## src/rtl/uart_rx_fifo.sv

```systemverilog
// uart_rx_fifo: 8-bit UART receiver with a first-word-fall-through receive FIFO
// and sticky error flags (overflow, framing, parity).
// Optional feature macro: UART_RX_PARITY_EN. When it is defined, the frame is 8E1
// (one even-parity bit between data bit 7 and the stop bit). When it is not
// defined, the frame is 8N1 and rx_parity_err is tied low.
module uart_rx_fifo #(
   parameter int CLK_DIV    = 1085,
   parameter int FIFO_DEPTH = 8
) (
   input  logic                        clk,
   input  logic                        resetn,
   input  logic                        uart_rx,
   output logic [7:0]                  rx_data,
   output logic                        rx_valid,
   input  logic                        rx_ready,
   output logic [$clog2(FIFO_DEPTH):0] rx_count,
   output logic                        rx_overflow,
   output logic                        rx_frame_err,
   output logic                        rx_parity_err,
   input  logic                        err_clr
);

   localparam int AW       = $clog2(FIFO_DEPTH);
   localparam int HALF_I   = CLK_DIV / 2 - 1;
   localparam int FULL_I   = CLK_DIV - 1;
   localparam logic [15:0] HALF_BIT  = HALF_I[15:0];
   localparam logic [15:0] FULL_BIT  = FULL_I[15:0];
   localparam logic [AW:0] DEPTH_CNT = FIFO_DEPTH[AW:0];

`ifdef UART_RX_PARITY_EN
   typedef enum logic [2:0] {
      S_IDLE   = 3'd0,
      S_START  = 3'd1,
      S_DATA   = 3'd2,
      S_PARITY = 3'd3,
      S_STOP   = 3'd4,
      S_BREAK  = 3'd5
   } state_t;

   // Even parity: the transmitted parity bit equals the XOR of the data bits.
   function automatic logic f_even_parity(input logic [7:0] i_byte);
      return ^i_byte;
   endfunction
`else
   typedef enum logic [2:0] {
      S_IDLE   = 3'd0,
      S_START  = 3'd1,
      S_DATA   = 3'd2,
      S_STOP   = 3'd4,
      S_BREAK  = 3'd5
   } state_t;
`endif

   // Line synchronizer and receiver state
   logic        r_sync1;
   logic        r_sync2;
   logic        w_rx;
   state_t      r_state;
   state_t      w_state_nxt;
   logic [15:0] r_cnt;
   logic [15:0] w_cnt_nxt;
   logic [2:0]  r_idx;
   logic [2:0]  w_idx_nxt;
   logic [7:0]  r_shift;
   logic [7:0]  w_shift_nxt;
   logic        w_push_req;
   logic        w_set_frame;
`ifdef UART_RX_PARITY_EN
   logic        r_par_bad;
   logic        w_par_bad_nxt;
   logic        w_set_parity;
   logic        r_parity_err;
`endif

   // FIFO state
   logic [7:0]    r_mem [FIFO_DEPTH];
   logic [AW-1:0] r_wr_ptr;
   logic [AW-1:0] r_rd_ptr;
   logic [AW:0]   r_count;
   logic [AW:0]   w_count_nxt;
   logic          r_valid;
   logic          w_pop;
   logic          w_full;
   logic          w_push;
   logic          w_drop;
   logic          r_overflow;
   logic          r_frame_err;

   assign w_rx = r_sync2;

   // Two-flop synchronizer for the asynchronous serial line; idles high.
   always_ff @(posedge clk or negedge resetn) begin
      if (!resetn) begin
         r_sync1 <= 1'b1;
         r_sync2 <= 1'b1;
      end else begin
         r_sync1 <= uart_rx;
         r_sync2 <= r_sync1;
      end
   end

   // Receiver next-state logic: bit timing, sampling, and push/error decisions.
   always_comb begin
      w_state_nxt = r_state;
      w_cnt_nxt   = r_cnt;
      w_idx_nxt   = r_idx;
      w_shift_nxt = r_shift;
      w_push_req  = 1'b0;
      w_set_frame = 1'b0;
`ifdef UART_RX_PARITY_EN
      w_par_bad_nxt = r_par_bad;
      w_set_parity  = 1'b0;
`endif
      case (r_state)
         S_IDLE: begin
            if (!w_rx) begin
               w_state_nxt = S_START;
               w_cnt_nxt   = HALF_BIT;
            end else begin
               w_state_nxt = S_IDLE;
            end
         end
         S_START: begin
            if (r_cnt != 16'd0) begin
               w_cnt_nxt = r_cnt - 16'd1;
            end else if (w_rx) begin
               // Start bit vanished before mid-bit: treat as a glitch.
               w_state_nxt = S_IDLE;
            end else begin
               w_state_nxt = S_DATA;
               w_cnt_nxt   = FULL_BIT;
               w_idx_nxt   = 3'd0;
            end
         end
         S_DATA: begin
            if (r_cnt != 16'd0) begin
               w_cnt_nxt = r_cnt - 16'd1;
            end else begin
               w_shift_nxt = {w_rx, r_shift[7:1]};
               w_cnt_nxt   = FULL_BIT;
               if (r_idx == 3'd7) begin
                  w_idx_nxt = 3'd0;
`ifdef UART_RX_PARITY_EN
                  w_state_nxt = S_PARITY;
`else
                  w_state_nxt = S_STOP;
`endif
               end else begin
                  w_idx_nxt = r_idx + 3'd1;
               end
            end
         end
`ifdef UART_RX_PARITY_EN
         S_PARITY: begin
            if (r_cnt != 16'd0) begin
               w_cnt_nxt = r_cnt - 16'd1;
            end else begin
               w_par_bad_nxt = (w_rx != f_even_parity(r_shift));
               w_set_parity  = (w_rx != f_even_parity(r_shift));
               w_cnt_nxt     = FULL_BIT;
               w_state_nxt   = S_STOP;
            end
         end
`endif
         S_STOP: begin
            if (r_cnt != 16'd0) begin
               w_cnt_nxt = r_cnt - 16'd1;
            end else if (w_rx) begin
`ifdef UART_RX_PARITY_EN
               w_push_req = !r_par_bad;
`else
               w_push_req = 1'b1;
`endif
               w_state_nxt = S_IDLE;
            end else begin
               // Stop bit low: framing error, wait for the line to recover.
               w_set_frame = 1'b1;
               w_state_nxt = S_BREAK;
            end
         end
         S_BREAK: begin
            if (w_rx) begin
               w_state_nxt = S_IDLE;
            end else begin
               w_state_nxt = S_BREAK;
            end
         end
         default: begin
            w_state_nxt = S_IDLE;
            w_cnt_nxt   = 16'd0;
            w_idx_nxt   = 3'd0;
         end
      endcase
   end

   // Receiver state register and datapath.
   always_ff @(posedge clk or negedge resetn) begin
      if (!resetn) begin
         r_state <= S_IDLE;
         r_cnt   <= 16'd0;
         r_idx   <= 3'd0;
         r_shift <= 8'd0;
`ifdef UART_RX_PARITY_EN
         r_par_bad <= 1'b0;
`endif
      end else begin
         r_state <= w_state_nxt;
         r_cnt   <= w_cnt_nxt;
         r_idx   <= w_idx_nxt;
         r_shift <= w_shift_nxt;
`ifdef UART_RX_PARITY_EN
         r_par_bad <= w_par_bad_nxt;
`endif
      end
   end

   // FIFO control: a pop frees a slot in the same cycle, so a push into a full
   // FIFO that coincides with a pop is accepted.
   assign w_pop  = r_valid && rx_ready;
   assign w_full = (r_count == DEPTH_CNT);
   assign w_push = w_push_req && (!w_full || w_pop);
   assign w_drop = w_push_req && w_full && !w_pop;

   // Occupancy next value.
   always_comb begin
      w_count_nxt = r_count;
      case ({w_push, w_pop})
         2'b10:   w_count_nxt = r_count + (AW+1)'(1'b1);
         2'b01:   w_count_nxt = r_count - (AW+1)'(1'b1);
         default: w_count_nxt = r_count;
      endcase
   end

   // FIFO storage; cleared on reset so the head reads 0x00 while in reset.
   always_ff @(posedge clk or negedge resetn) begin
      if (!resetn) begin
         for (int i = 0; i < FIFO_DEPTH; i++) begin
            r_mem[i] <= 8'd0;
         end
      end else if (w_push) begin
         r_mem[r_wr_ptr] <= r_shift;
      end else begin
         r_mem[r_wr_ptr] <= r_mem[r_wr_ptr];
      end
   end

   // FIFO pointers (wrap naturally at the power-of-two depth), count, valid.
   always_ff @(posedge clk or negedge resetn) begin
      if (!resetn) begin
         r_wr_ptr <= '0;
         r_rd_ptr <= '0;
         r_count  <= '0;
         r_valid  <= 1'b0;
      end else begin
         if (w_push) begin
            r_wr_ptr <= r_wr_ptr + AW'(1'b1);
         end
         if (w_pop) begin
            r_rd_ptr <= r_rd_ptr + AW'(1'b1);
         end
         r_count <= w_count_nxt;
         r_valid <= (w_count_nxt != '0);
      end
   end

   // Sticky error flags; a set event in the same cycle wins over err_clr.
   always_ff @(posedge clk or negedge resetn) begin
      if (!resetn) begin
         r_overflow  <= 1'b0;
         r_frame_err <= 1'b0;
      end else begin
         if (w_drop) begin
            r_overflow <= 1'b1;
         end else if (err_clr) begin
            r_overflow <= 1'b0;
         end
         if (w_set_frame) begin
            r_frame_err <= 1'b1;
         end else if (err_clr) begin
            r_frame_err <= 1'b0;
         end
      end
   end

`ifdef UART_RX_PARITY_EN
   // Sticky parity error flag; set wins over err_clr.
   always_ff @(posedge clk or negedge resetn) begin
      if (!resetn) begin
         r_parity_err <= 1'b0;
      end else if (w_set_parity) begin
         r_parity_err <= 1'b1;
      end else if (err_clr) begin
         r_parity_err <= 1'b0;
      end
   end
   assign rx_parity_err = r_parity_err;
`else
   assign rx_parity_err = 1'b0;
`endif

   assign rx_data      = r_mem[r_rd_ptr];
   assign rx_valid     = r_valid;
   assign rx_count     = r_count;
   assign rx_overflow  = r_overflow;
   assign rx_frame_err = r_frame_err;

endmodule

```

## config.mk

```make
export PLATFORM = sky130hd
export DESIGN_NAME = uart_rx_fifo
export DESIGN_NICKNAME = d
export VERILOG_FILES = /design/src/rtl/uart_rx_fifo.sv
export SDC_FILE = /design/constraint.sdc
export NUM_CORES = 1
export LEC_CHECK = 0
export ABC_AREA = 1
export ABC_CLOCK_PERIOD_IN_PS = 2800
export CORE_UTILIZATION = 52
export DETAILED_ROUTE_END_ITERATION = 12
export HOLD_SLACK_MARGIN = 0.06
export PLACE_DENSITY = 0.7
export SETUP_SLACK_MARGIN = 0.4
export SKIP_CTS_REPAIR_TIMING = 1
export SYNTH_ARGS = -nofsm -noshare
export SYNTH_HDL_FRONTEND = slang
export SYNTH_SLANG_ARGS = --single-unit
```

## constraint.sdc

```tcl
create_clock -name clk -period 2.8 [get_ports clk]
set_input_delay 0.42 -clock clk [delete_from_list [all_inputs] [get_ports clk]]
set_output_delay 0.42 -clock clk [all_outputs]
set_load 0.05 [all_outputs]
```

==> impl_metrics.toml <==
[logic_synthesis]
post_synth_instance_area_um2 = 5740
synth_edf_count = 0
post_synthesis_cell_type_with_the_largest_combined_area = "sky130_fd_sc_hd__dfrtp_1"
synth.ff_latch_count = 109
synth.area.top_cells = "sky130_fd_sc_hd__dfrtp_1, sky130_fd_sc_hd__o21ai_0, sky130_fd_sc_hd__nand2_1"
sequential_area_share_after_synthesis = 0.476
post_synth.cell_area_avg_um2 = 7.97
post_synth_top_area_share = 0.467
yosysWarningCount = 0
async_reset_ff_frac = 1.00
synthCells = 720
net_count_after_synthesis = 732
commonest_register_cell_after_synthesis = "sky130_fd_sc_hd__dfrtp_1"
synthDistinctLibCells = 40

[pwr]
p_leak_nw = 3.21
total_switching_power_w = 0.00183
vdd.ir_drop.worst_v = 0.000762
clock_power_share = 0.210
intPower_w = 0.00280
sequentialPowerShare = 0.370
p_comb_frac = 0.420
switching_portion_of_total_power = 0.395
cellPowerDensity_nw_per_um2 = 704

[layout]
layout.core_utilization = 0.625
num-nets-final = 765
number_of_inserted_diodes = 0
final_standard_cell_area_without_fillers_um2 = 6570
finalNonFillerCells = 894
final_layout_size_suffix_gt1_frac = 0.131
syn2layout_area_growth_pct = 14.6
fillerInstances = 894

[clock_tree]
tritoncts = "built"
cts_root_buffer = "sky130_fd_sc_hd__clkbuf_8"
cts-root-to-sink-buffers = 2
cts_inserted_buffers = 9
cts_htree_levels = 3
clk_latency_ns = 0.38
cts_sinks = 109
cts.reportedPaths.clkPinSlew_ns = 0.10

[global_routing]
largest_net_degree_at_the_start_of_global_routing = 44
groute.layer.met2.usage = 0.435
grt_use_total = 0.262
met3_usage = 0.0517
grt_pass1_vias = 4734
grt_remaining_overflow = 0
grt_pass1_wl_mm = 23.1
grt_most_used_layer = "met2"
grt_antenna_before_repair = 0
globalRouteMet1Util = 0.343

[drt]
detailedRoute.firstIterationViolations = 406
totalWireLength_mm = 14.3
via_count = 5109
drt_pass1_iterations = 5
drc = 0
route.detailed.wl_per_inst_um = 16.0
drt-vias-per-instance = 5.71
route.antenna.remaining_nets = 0

[die]
die_height_um = 107
number_of_primary_i_o_pins = 21
chipWidth_um = 107
fp.coreArea_um2 = 10500
total_die_area_um2 = 11500
initial_core_util = 0.546
floorplan.rows = 37

[timing]
finalSetupTns_ns = 0
tightest_slew_ns = 0.575
clock-skew-final_ns = 0.00946
max_clock_freq_mhz = 422
finalSetupViolations = 0
timing.final.crit_share = 0.846
grt_setup_unrepaired = "yes"
final_min_period_ns = 2.37
worst_slew_margin_rel = 0.616
post-route-worst-setup-slack_ns = 0.432
report.final.slew_viol_count = 0
hold_viol_final = 0

[setup_path]
critPathKind = "reg -> out"
crit-reg2reg-capture = "r_mem[45]$_DFFE_PN0P_"
worstPathCellList = "inv_1 -> nor2_1 -> a31oi_2 -> buf_12"
critical_path.endpoint_type = "primary output"
cp_max_fo = 11
slowest_stage = "sky130_fd_sc_hd__dfrtp_1"
critPathRequiredTime_ns = 2.38
critPathMaxStageDelay_ns = 0.52
worstPathArrival_ns = 1.95
critical_path.reg2reg.startpoint = "r_wr_ptr[1]$_DFFE_PN0N_"
reg2regPathDepth = 8
rrSetupSlack_ns = 0.56
crit_path_start_kind = "register"

[status]
outcome = "finished clean"

[run]
max_cap_violations = 0

[placed_design]
detailed_placement_hpwl_mm = 9.49
dpl-instance-area_um2 = 6200
gp_routability_congestion = 0.875
placement.io_buffers = 19
dp_worst_setup_slack_ns = 0.374
placed_cells_incl_taps = 867

[hold_path]
worst_hold_endpoint = "r_sync2$_DFF_PN1_"
hold_start = "r_sync1$_DFF_PN1_"
min-delay-path-class = "reg -> reg"
whs_path_depth = 0
critical path: cells and delay by family, from the launching register on:
family / cells / cell delay, ns
AO/OA/AOI/OAI: 1 / 0.26
buffers and inverters: 2 / 0.66
flip-flops: 1 / 0.52
AND/OR/NAND/NOR: 1 / 0.12
worst max path at each step:
stage                                 start                     to  slack, ns
finish              r_rd_ptr[2]$_DFFE_PN0P_             rx_data[7]       0.43
global route        r_rd_ptr[2]$_DFFE_PN0P_             rx_data[7]       0.35
CTS                 r_rd_ptr[1]$_DFFE_PN0P_             rx_data[3]       0.24
detailed placement                 rx_ready  r_mem[26]$_DFFE_PN0P_       0.37
global placement                   rx_ready  r_mem[18]$_DFFE_PN0P_       0.45
floorplan           r_rd_ptr[1]$_DFFE_PN0P_             rx_data[0]       0.43
power by group through the flow:
stage,clock network (W),registers (W),logic (W)
2_1_floorplan,0,0.00184,0.000934
3_3_place_gp,0,0.00173,0.00172
3_5_place_dp,0,0.00173,0.00174
4_1_cts,0.000990,0.00170,0.00175
5_1_grt,0.00105,0.00172,0.00207
6_report,0.000971,0.00171,0.00194
cells in the final DEF, fill, tap and decap left out, types with 2 or more instances in the layout:
cell type                         synthesis  routed
sky130_fd_sc_hd__o21ai_0                125     125
sky130_fd_sc_hd__xnor2_1                  3       3
sky130_fd_sc_hd__inv_2                    1       2
sky130_fd_sc_hd__ha_1                     7       6
sky130_fd_sc_hd__a31oi_2                  0       7
sky130_fd_sc_hd__nand2_1                160     160
sky130_fd_sc_hd__inv_6                    0       2
sky130_fd_sc_hd__o21ai_1                  4       4
sky130_fd_sc_hd__a221oi_1                 6       6
sky130_fd_sc_hd__dfrtp_1                107     106
sky130_fd_sc_hd__o211ai_1                 3       3
sky130_fd_sc_hd__a21oi_1                 38      38
sky130_fd_sc_hd__a211oi_1                 3       3
sky130_fd_sc_hd__o2111ai_1                3       3
sky130_fd_sc_hd__clkdlybuf4s50_1          0      10
sky130_fd_sc_hd__nand4_1                  9       9
sky130_fd_sc_hd__inv_1                   75      73
sky130_fd_sc_hd__buf_12                   0      10
sky130_fd_sc_hd__nand3_2                  5       6
sky130_fd_sc_hd__clkbuf_8                 0       9
sky130_fd_sc_hd__nand3_1                 22      21
sky130_fd_sc_hd__buf_4                    3      24
sky130_fd_sc_hd__nand2_2                  3       2
sky130_fd_sc_hd__nor3_1                   2       2
sky130_fd_sc_hd__o21ai_2                 13      13
sky130_fd_sc_hd__nor2_2                   3       6
sky130_fd_sc_hd__xor2_1                  12      12
sky130_fd_sc_hd__nor2_1                  63      59
sky130_fd_sc_hd__o22ai_1                  7       7
sky130_fd_sc_hd__dfstp_2                  2       2
sky130_fd_sc_hd__clkinvlp_4               0       3
synth_stat cells, drive strengths merged, types with 2 or more instances:
master / n
a31oi: 8
o2111ai: 3
nor3: 4
dfstp: 2
o211ai: 3
xnor2: 3
nand2: 163
nand4: 10
a211oi: 3
ha: 7
o31ai: 2
nor2: 66
dfrtp: 107
a221oi: 6
o21ai: 142
inv: 76
a21oi: 38
xor2: 12
nand3: 27
o22ai: 7
clkbuf: 18
buf: 7
sequential cells by signal, summed over array words and instances (netlist names):
signal,count
r_sync1,1
r_shift,8
rx_overflow,1
r_state,3
r_cnt,16
r_rd_ptr,3
rx_frame_err,1
r_mem,64
r_sync2,1
rx_count,4
rx_valid,1
r_idx,3
r_wr_ptr,3
per-layer routing:
metal	share of wire	vias up
met5	0	-
met4	0.019	0
li1	-	2465
met2	0.48	225
met1	0.43	2395
met3	0.075	24
through the flow:
stage	power, W	hold WS (ns)
3_3_place_gp	0.00346	0.347
4_1_cts	0.00444	0.0365
2_1_floorplan	0.00277	0.124
5_1_grt	0.00485	0.364
6_report	0.00463	0.362
3_5_place_dp	0.00348	0.348
logic make-up (layout without fill, tap and decap cells):
kind of cell | Yosys count | after routing | share of synthesized area
and+or+nand+nor | 273 | 273 | 0.204
DFF | 109 | 109 | 0.476
muxes | 1 | 1 | 0.00393
xor gates and xnor gates | 15 | 15 | 0.0229
adders and majority gates | 7 | 7 | 0.0153
other | 1 | 1 | 0.000654
AOI/OAI and AO/OA | 212 | 212 | 0.207
buffers and inverters | 102 | 140 | 0.0707
layout make-up:
class | instances | area (um^2) | area share
inverters | 77 | 293 | 0.0445
repair buffers | 46 | 502 | 0.0763
multi-input cells | 509 | 2670 | 0.407
clock buffers | 10 | 128 | 0.0194
flip-flops and latches | 109 | 2730 | 0.416
repair inverters | 1 | 7.51 | 0.00114
well taps | 136 | 170 | 0.0259
clock inverters | 6 | 68.8 | 0.0105
Note: power is estimated with default switching activity, not from simulation.
